**src/rtl/ps2_pkg.sv**
```systemverilog
// Shared PS/2 constants used by the scan-code receiver and the scan-code buffer.
package ps2_pkg;

  localparam int SCAN_W     = 8;
  localparam logic [SCAN_W-1:0] PS2_BREAK = 8'hF0;
  localparam logic [SCAN_W-1:0] PS2_EXT   = 8'hE0;
  localparam int FIFO_DEPTH = 16;

  // Occupancy counter width: must hold the value DEPTH itself, not just DEPTH-1.
  function automatic int count_w(input int depth);
    return $clog2(depth) + 1;
  endfunction

endpackage

```
**src/rtl/ps2_code_fifo_if.sv**
```systemverilog
// Bus between the scan-code producer/consumer (master) and the buffer (slave).
// Handshake: push writes din on any edge where it is high; pop consumes dout on any
// edge where it is high; dout is meaningful only while empty is low (it reads 0 otherwise).
interface ps2_code_fifo_if
  import ps2_pkg::*;
#(
  parameter int WIDTH = SCAN_W,
  parameter int DEPTH = FIFO_DEPTH
);
  localparam int CW = count_w(DEPTH);

  logic [WIDTH-1:0] din;
  logic             push;
  logic             pop;
  logic             clear;
  logic [WIDTH-1:0] dout;
  logic             empty;
  logic             full;
  logic [CW-1:0]    count;
  logic             overflow;
  logic             underflow;

  modport master (
    output din, push, pop, clear,
    input  dout, empty, full, count, overflow, underflow
  );

  modport slave (
    input  din, push, pop, clear,
    output dout, empty, full, count, overflow, underflow
  );

endinterface

```
**src/rtl/ps2_fifo_mem.sv**
```systemverilog
// Scan-code storage array: one synchronous write port, one asynchronous read port, no reset.
module ps2_fifo_mem
  import ps2_pkg::*;
#(
  parameter int WIDTH = SCAN_W,
  parameter int DEPTH = FIFO_DEPTH,
  localparam int AW   = $clog2(DEPTH)
) (
  input  logic             clk,
  input  logic             i_we,
  input  logic [AW-1:0]    i_waddr,
  input  logic [WIDTH-1:0] i_wdata,
  input  logic [AW-1:0]    i_raddr,
  output logic [WIDTH-1:0] o_rdata
);

  logic [WIDTH-1:0] r_mem [DEPTH];

  always_ff @(posedge clk) begin
    if (i_we) r_mem[i_waddr] <= i_wdata;
  end

  assign o_rdata = r_mem[i_raddr];

endmodule

```
**src/rtl/ps2_code_fifo.sv**
```systemverilog
// Multi-entry PS/2 scan-code buffer with occupancy status, drop/overwrite full policy,
// sticky overflow/underflow flags and synchronous flush.
module ps2_code_fifo
  import ps2_pkg::*;
#(
  parameter int WIDTH     = SCAN_W,
  parameter int DEPTH     = FIFO_DEPTH,
  parameter int OVERWRITE = 0
) (
  input  logic           clk,
  input  logic           reset,
  ps2_code_fifo_if.slave bus
);

  localparam int AW = $clog2(DEPTH);
  localparam int CW = count_w(DEPTH);
  localparam logic OVW = (OVERWRITE != 0);

  logic [AW-1:0]    r_wr_ptr;
  logic [AW-1:0]    r_rd_ptr;
  logic [CW-1:0]    r_count;
  logic             r_overflow;
  logic             r_underflow;

  logic             w_empty;
  logic             w_full;
  logic             w_wr;
  logic             w_rd;
  logic             w_we;
  logic [WIDTH-1:0] w_rd_data;

  assign w_empty = (r_count == '0);
  assign w_full  = (r_count == CW'(DEPTH));

  // A write goes through unless full with nothing leaving; in overwrite mode the
  // oldest entry is retired by advancing the read pointer alongside the write.
  assign w_wr = bus.push && (!w_full || bus.pop || OVW);
  assign w_rd = (bus.pop && !w_empty) || (bus.push && !bus.pop && w_full && OVW);
  assign w_we = w_wr && reset && !bus.clear;

  ps2_fifo_mem #(
    .WIDTH (WIDTH),
    .DEPTH (DEPTH)
  ) u_mem (
    .clk     (clk),
    .i_we    (w_we),
    .i_waddr (r_wr_ptr),
    .i_wdata (bus.din),
    .i_raddr (r_rd_ptr),
    .o_rdata (w_rd_data)
  );

  always_ff @(posedge clk) begin
    if (!reset || bus.clear) begin
      r_wr_ptr    <= '0;
      r_rd_ptr    <= '0;
      r_count     <= '0;
      r_overflow  <= 1'b0;
      r_underflow <= 1'b0;
    end else begin
      if (w_wr) r_wr_ptr <= r_wr_ptr + AW'(1);
      if (w_rd) r_rd_ptr <= r_rd_ptr + AW'(1);
      case ({w_wr, w_rd})
        2'b10:   r_count <= r_count + CW'(1);
        2'b01:   r_count <= r_count - CW'(1);
        default: r_count <= r_count;
      endcase
      if (bus.push && !bus.pop && w_full) r_overflow  <= 1'b1;
      if (bus.pop && w_empty)             r_underflow <= 1'b1;
    end
  end

  assign bus.dout      = w_empty ? '0 : w_rd_data;
  assign bus.empty     = w_empty;
  assign bus.full      = w_full;
  assign bus.count     = r_count;
  assign bus.overflow  = r_overflow;
  assign bus.underflow = r_underflow;

endmodule

```
**src/flat_wrapper.sv**
```systemverilog
// flat-port wrapper written by rule: the top's interface ports become plain ports
module ps2_code_fifo_flat import ps2_pkg::*;
#(
  parameter int WIDTH     = SCAN_W,
  parameter int DEPTH     = FIFO_DEPTH,
  parameter int OVERWRITE = 0
)
  (clk, reset, bus_din, bus_push, bus_pop, bus_clear, bus_dout, bus_empty, bus_full, bus_count, bus_overflow, bus_underflow);
  ps2_code_fifo_if #(.WIDTH(WIDTH), .DEPTH(DEPTH)) bus_i ();
  input  logic clk;
  input  logic reset;
  input wire logic [$bits(bus_i.din)-1:0] bus_din;
  input wire logic [$bits(bus_i.push)-1:0] bus_push;
  input wire logic [$bits(bus_i.pop)-1:0] bus_pop;
  input wire logic [$bits(bus_i.clear)-1:0] bus_clear;
  output wire logic [$bits(bus_i.dout)-1:0] bus_dout;
  output wire logic [$bits(bus_i.empty)-1:0] bus_empty;
  output wire logic [$bits(bus_i.full)-1:0] bus_full;
  output wire logic [$bits(bus_i.count)-1:0] bus_count;
  output wire logic [$bits(bus_i.overflow)-1:0] bus_overflow;
  output wire logic [$bits(bus_i.underflow)-1:0] bus_underflow;
  assign bus_i.din = bus_din;
  assign bus_i.push = bus_push;
  assign bus_i.pop = bus_pop;
  assign bus_i.clear = bus_clear;
  assign bus_dout = bus_i.dout;
  assign bus_empty = bus_i.empty;
  assign bus_full = bus_i.full;
  assign bus_count = bus_i.count;
  assign bus_overflow = bus_i.overflow;
  assign bus_underflow = bus_i.underflow;
  ps2_code_fifo #(.WIDTH(WIDTH), .DEPTH(DEPTH), .OVERWRITE(OVERWRITE)) u_core (.clk(clk), .reset(reset), .bus(bus_i));
endmodule
```
**config.mk**
```make
export PLATFORM = sky130hd
export DESIGN_NAME = ps2_code_fifo_flat
export DESIGN_NICKNAME = d
export VERILOG_FILES = /design/src/rtl/ps2_pkg.sv /design/src/rtl/ps2_code_fifo_if.sv /design/src/rtl/ps2_fifo_mem.sv /design/src/rtl/ps2_code_fifo.sv /design/src/flat_wrapper.sv
export SDC_FILE = /design/constraint.sdc
export NUM_CORES = 1
export LEC_CHECK = 0
export ABC_CLOCK_PERIOD_IN_PS = 3700
export BUFFER_PORTS_ARGS = -buffer_cell sky130_fd_sc_hd__buf_2
export CAP_MARGIN = 10
export CORE_MARGIN = 2
export CORE_UTILIZATION = 40
export DETAILED_ROUTE_END_ITERATION = 8
export GPL_TIMING_DRIVEN = 0
export PLACE_DENSITY = 0.61
export SKIP_CTS_REPAIR_TIMING = 1
export SYNTH_ARGS = -nofsm -noshare
export SYNTH_HDL_FRONTEND = slang
export SYNTH_SLANG_ARGS = --single-unit
```
**constraint.sdc**
```tcl
create_clock -name clk -period 3.7 [get_ports clk]
set_input_delay 0.185 -clock clk [delete_from_list [all_inputs] [get_ports clk]]
set_output_delay 0.185 -clock clk [all_outputs]
set_load 0.03 [all_outputs]
```
==> flow_metrics.py <==
metrics = {
    "die": {
        "io_pins": 30,
        "chipHeight_um": 126.0,
        "fp.dieArea_mm2": 0.01588,
        "core_area_mm2": 0.01453,
        "initial_utilization": 0.4098,
        "die_x_um": 126.0,
        "rows": 44,
    },
    "detailed_routing": {
        "wire_per_inst_um": 20.67,
        "wl_um": 12050,
        "vias_per_cell": 5.340,
        "drcViolationCount": 0,
        "via_count": 3113,
        "ant_nets": 0,
        "first_pass_iters": 4,
        "drt_iter0_drc": 268,
    },
    "sta": {
        "worst_pin_slew_ns": 1.019,
        "slew_violations": 0,
        "setup_tns_ns": 0,
        "setup_violations": 0,
        "slew-limit-headroom": 0.3181,
        "finalCritPeriodShare": 0.9175,
        "finalHoldViolations": 0,
        "rsz0062_at_grt": "no",
        "clock_skew_ns": 0.009351,
        "fin_crit_ns": 3.395,
        "fmax_ghz": 0.2946,
    },
    "clock_tree": {
        "numClockSinks": 147,
        "root_buffer": "clkbuf_16",
        "h-tree-depth": 4,
        "clk_pin_slew_ns": 0.06,
        "cts_tree": "done",
        "insertion_delay_ns": 0.42,
        "clock_path_buffers": 2,
        "cts_buffers": 17,
    },
    "layout": {
        "layout-drive-gt1-share": 0.2707,
        "antennaDiodeCount": 0,
        "final_net_count": 407,
        "layout-area-overhead-vs-synth_pct": 16.68,
        "fin_cells": 583,
    },
    "status": {
        "status": "finished clean",
    },
    "setup_path": {
        "cp.arrival_ns": 3.70,
        "cp-start-kind": "flop",
        "critPathCaptureType": "flop",
        "worstSetupPathType": "reg2reg",
        "worstPathRequired_ns": 4.01,
        "crit_fanout": 9,
    },
    "synthesis": {
        "syn_area_per_cell_um2": 17.62,
        "yosysUniqueCellTypes": 42,
        "synthCells": 338,
        "ys_seq_elements": 147,
        "syn_nets": 359,
        "yosysWarnings": 0,
        "ys_seq_area_frac": 0.7092,
        "syn_area_mm2": 0.005956,
        "yosysTopAreaCellShare": 0.6454,
        "synth.area.top_cells": "edfxtp_1, mux4_2, dfxtp_1",
        "yosys.area.top_type": "edfxtp_1",
    },
    "placed_design": {
        "place_congestion": 0.7224,
        "place_inst": 551,
        "io_buffers": 29,
        "dpl.hpwl_um": 7527,
    },
    "hold_path": {
        "min_path_type": "in2reg",
    },
    "global_route": {
        "grt_max_degree": 17,
        "grt_antenna_before_repair": 0,
        "grt_pass1_vias": 3153,
        "grt.total_usage": 0.1613,
        "grt_overflow": 0,
        "grt_pass1_wl_um": 18510,
    },
    "pwr": {
        "ir_worst_vdd_mv": 0.3395,
        "leakagePower_nw": 2.278,
        "p_per_area_mw_per_mm2": 534.6,
        "power_mw": 3.715,
    },
    "run": {
        "cap_violations": 0,
    },
}
-- layer usage --
metal	global-route usage	vias to the layer above	routed length [µm]
li1	-	1430	-
met1	0.2256	1589	5599
met2	0.2435	77	5711
met3	0.04036	17	543
met4	0.06593	0	193
met5	0	-	0
-- flip-flops by register name (all words and copies together) (netlist names), named ones only --
| name | flops |
|---|---|
| u_core.bus.count | 5 |
| u_core.bus.overflow | 1 |
| u_core.bus.underflow | 1 |
| u_core.r_rd_ptr | 4 |
| u_core.r_wr_ptr | 4 |
| u_core.u_mem.r_mem | 128 |
-- placed cells by master, fill, tap and decap left out, drive strengths merged, types with 5 or more instances in the layout --
master	instances
edfxtp	128
inv	5
nor2	26
mux2i	11
nand3	5
a211oi	16
clkinv	8
buf	43
nand2	9
a21oi	7
ha	8
mux4	32
o21ai	5
xor2	6
nor2b	9
dfxtp	19
clkbuf	27
-- per-stage QoR --
| stage | instance area, µm² | hold slack, ns | utilization | setup slack [ns] |
|---|---|---|---|---|
| 2_1_floorplan | 5956 | 0.2839 | - | 0.5408 |
| 3_3_place_gp | 6331 | 0.4536 | 0.4356 | 0.3858 |
| 3_5_place_dp | 6351 | 0.4690 | 0.4370 | 0.2833 |
| 4_1_cts | 6949 | 0.02623 | 0.4781 | 0.2749 |
| 5_1_grt | 6949 | 0.04790 | 0.4781 | 0.05971 |
| 6_report | 6949 | 0.03542 | 0.4781 | 0.3054 |
-- where the power goes --
part	internal [mW]	switching (mW)
sequential	1.81	0.00542
combinational	0.0475	0.105
clock	1.11	0.636
-- worst max-delay path: stages (launching register included) --
cell	delay (ns)
dfxtp_1	0.36
or4_1	0.55
buf_2	0.17
o21ai_1	0.37
inv_1	0.12
ha_1	0.21
buf_2	0.17
xor2_1	0.15
ha_1	0.18
a21oi_1	0.30
o21ai_0	0.15
a32o_1	0.22
a311o_1	0.31
-- cell usage after synthesis --
library cell  count
o21ai_1           2
or3_1             4
a31oi_1           1
a32o_1            1
nor2_1           25
a211o_1           1
a32oi_1           1
or4b_2            1
nand3_1           5
ha_1              8
a31o_2            1
nor2b_1           9
o211ai_1          2
nand2b_1          2
nand3b_1          1
nor4b_1           1
a21o_1            2
nor2_2            1
a311o_1           1
or2b_1            1
mux4_2           32
buf_4             2
clkinv_4          1
o2111ai_1         1
nor3_1            4
o21ai_0           3
o31a_1            1
clkbuf_2          1
xnor2_1           1
a21oi_1           7
mux2i_1          11
dfxtp_1          19
buf_2             9
or4_1             2
inv_1             5
a211oi_1         16
xor2_1            6
buf_1             2
edfxtp_1        128
clkbuf_1          7
nand2_1           9
buf_6             1
-- path summary, 6_finish.rpt --
check,end,cells past startpoint,slack [ns],start
worst max-delay path,u_core.bus.count[4],12,0.31,u_core.bus.count[3]
worst min-delay path,u_core.bus.overflow,3,0.04,bus_push
worst max register to register,u_core.bus.count[4],12,0.31,u_core.bus.count[3]
worst min register to register,u_core.bus.overflow,2,0.48,u_core.bus.overflow
-- final cells by class --
cell class | count | area (µm²)
Clock inverter | 13 | 165.2
Buffer | 22 | 110.1
Inverter | 6 | 27.53
Tap cell | 184 | 230.2
Sequential cell | 147 | 4224
Multi-Input combinational cell | 163 | 1614
Clock buffer | 19 | 432.9
Fill cell | 1243 | 7585
Timing Repair Buffer | 29 | 145.1
-- cell families (layout without fill, tap and decap cells) --
family,count (synthesis),in the layout,synth area share
adders and majority gates,8,8,0.01681
xor gates and xnor gates,7,7,0.01029
muxes,43,43,0.1395
AOI/OAI and AO/OA,40,40,0.04706
DFF,147,147,0.7092
buffers and inverters,28,89,0.02311
and+or+nand+nor,65,65,0.05399
No activity file was read; power rests on OpenSTA's default activity.
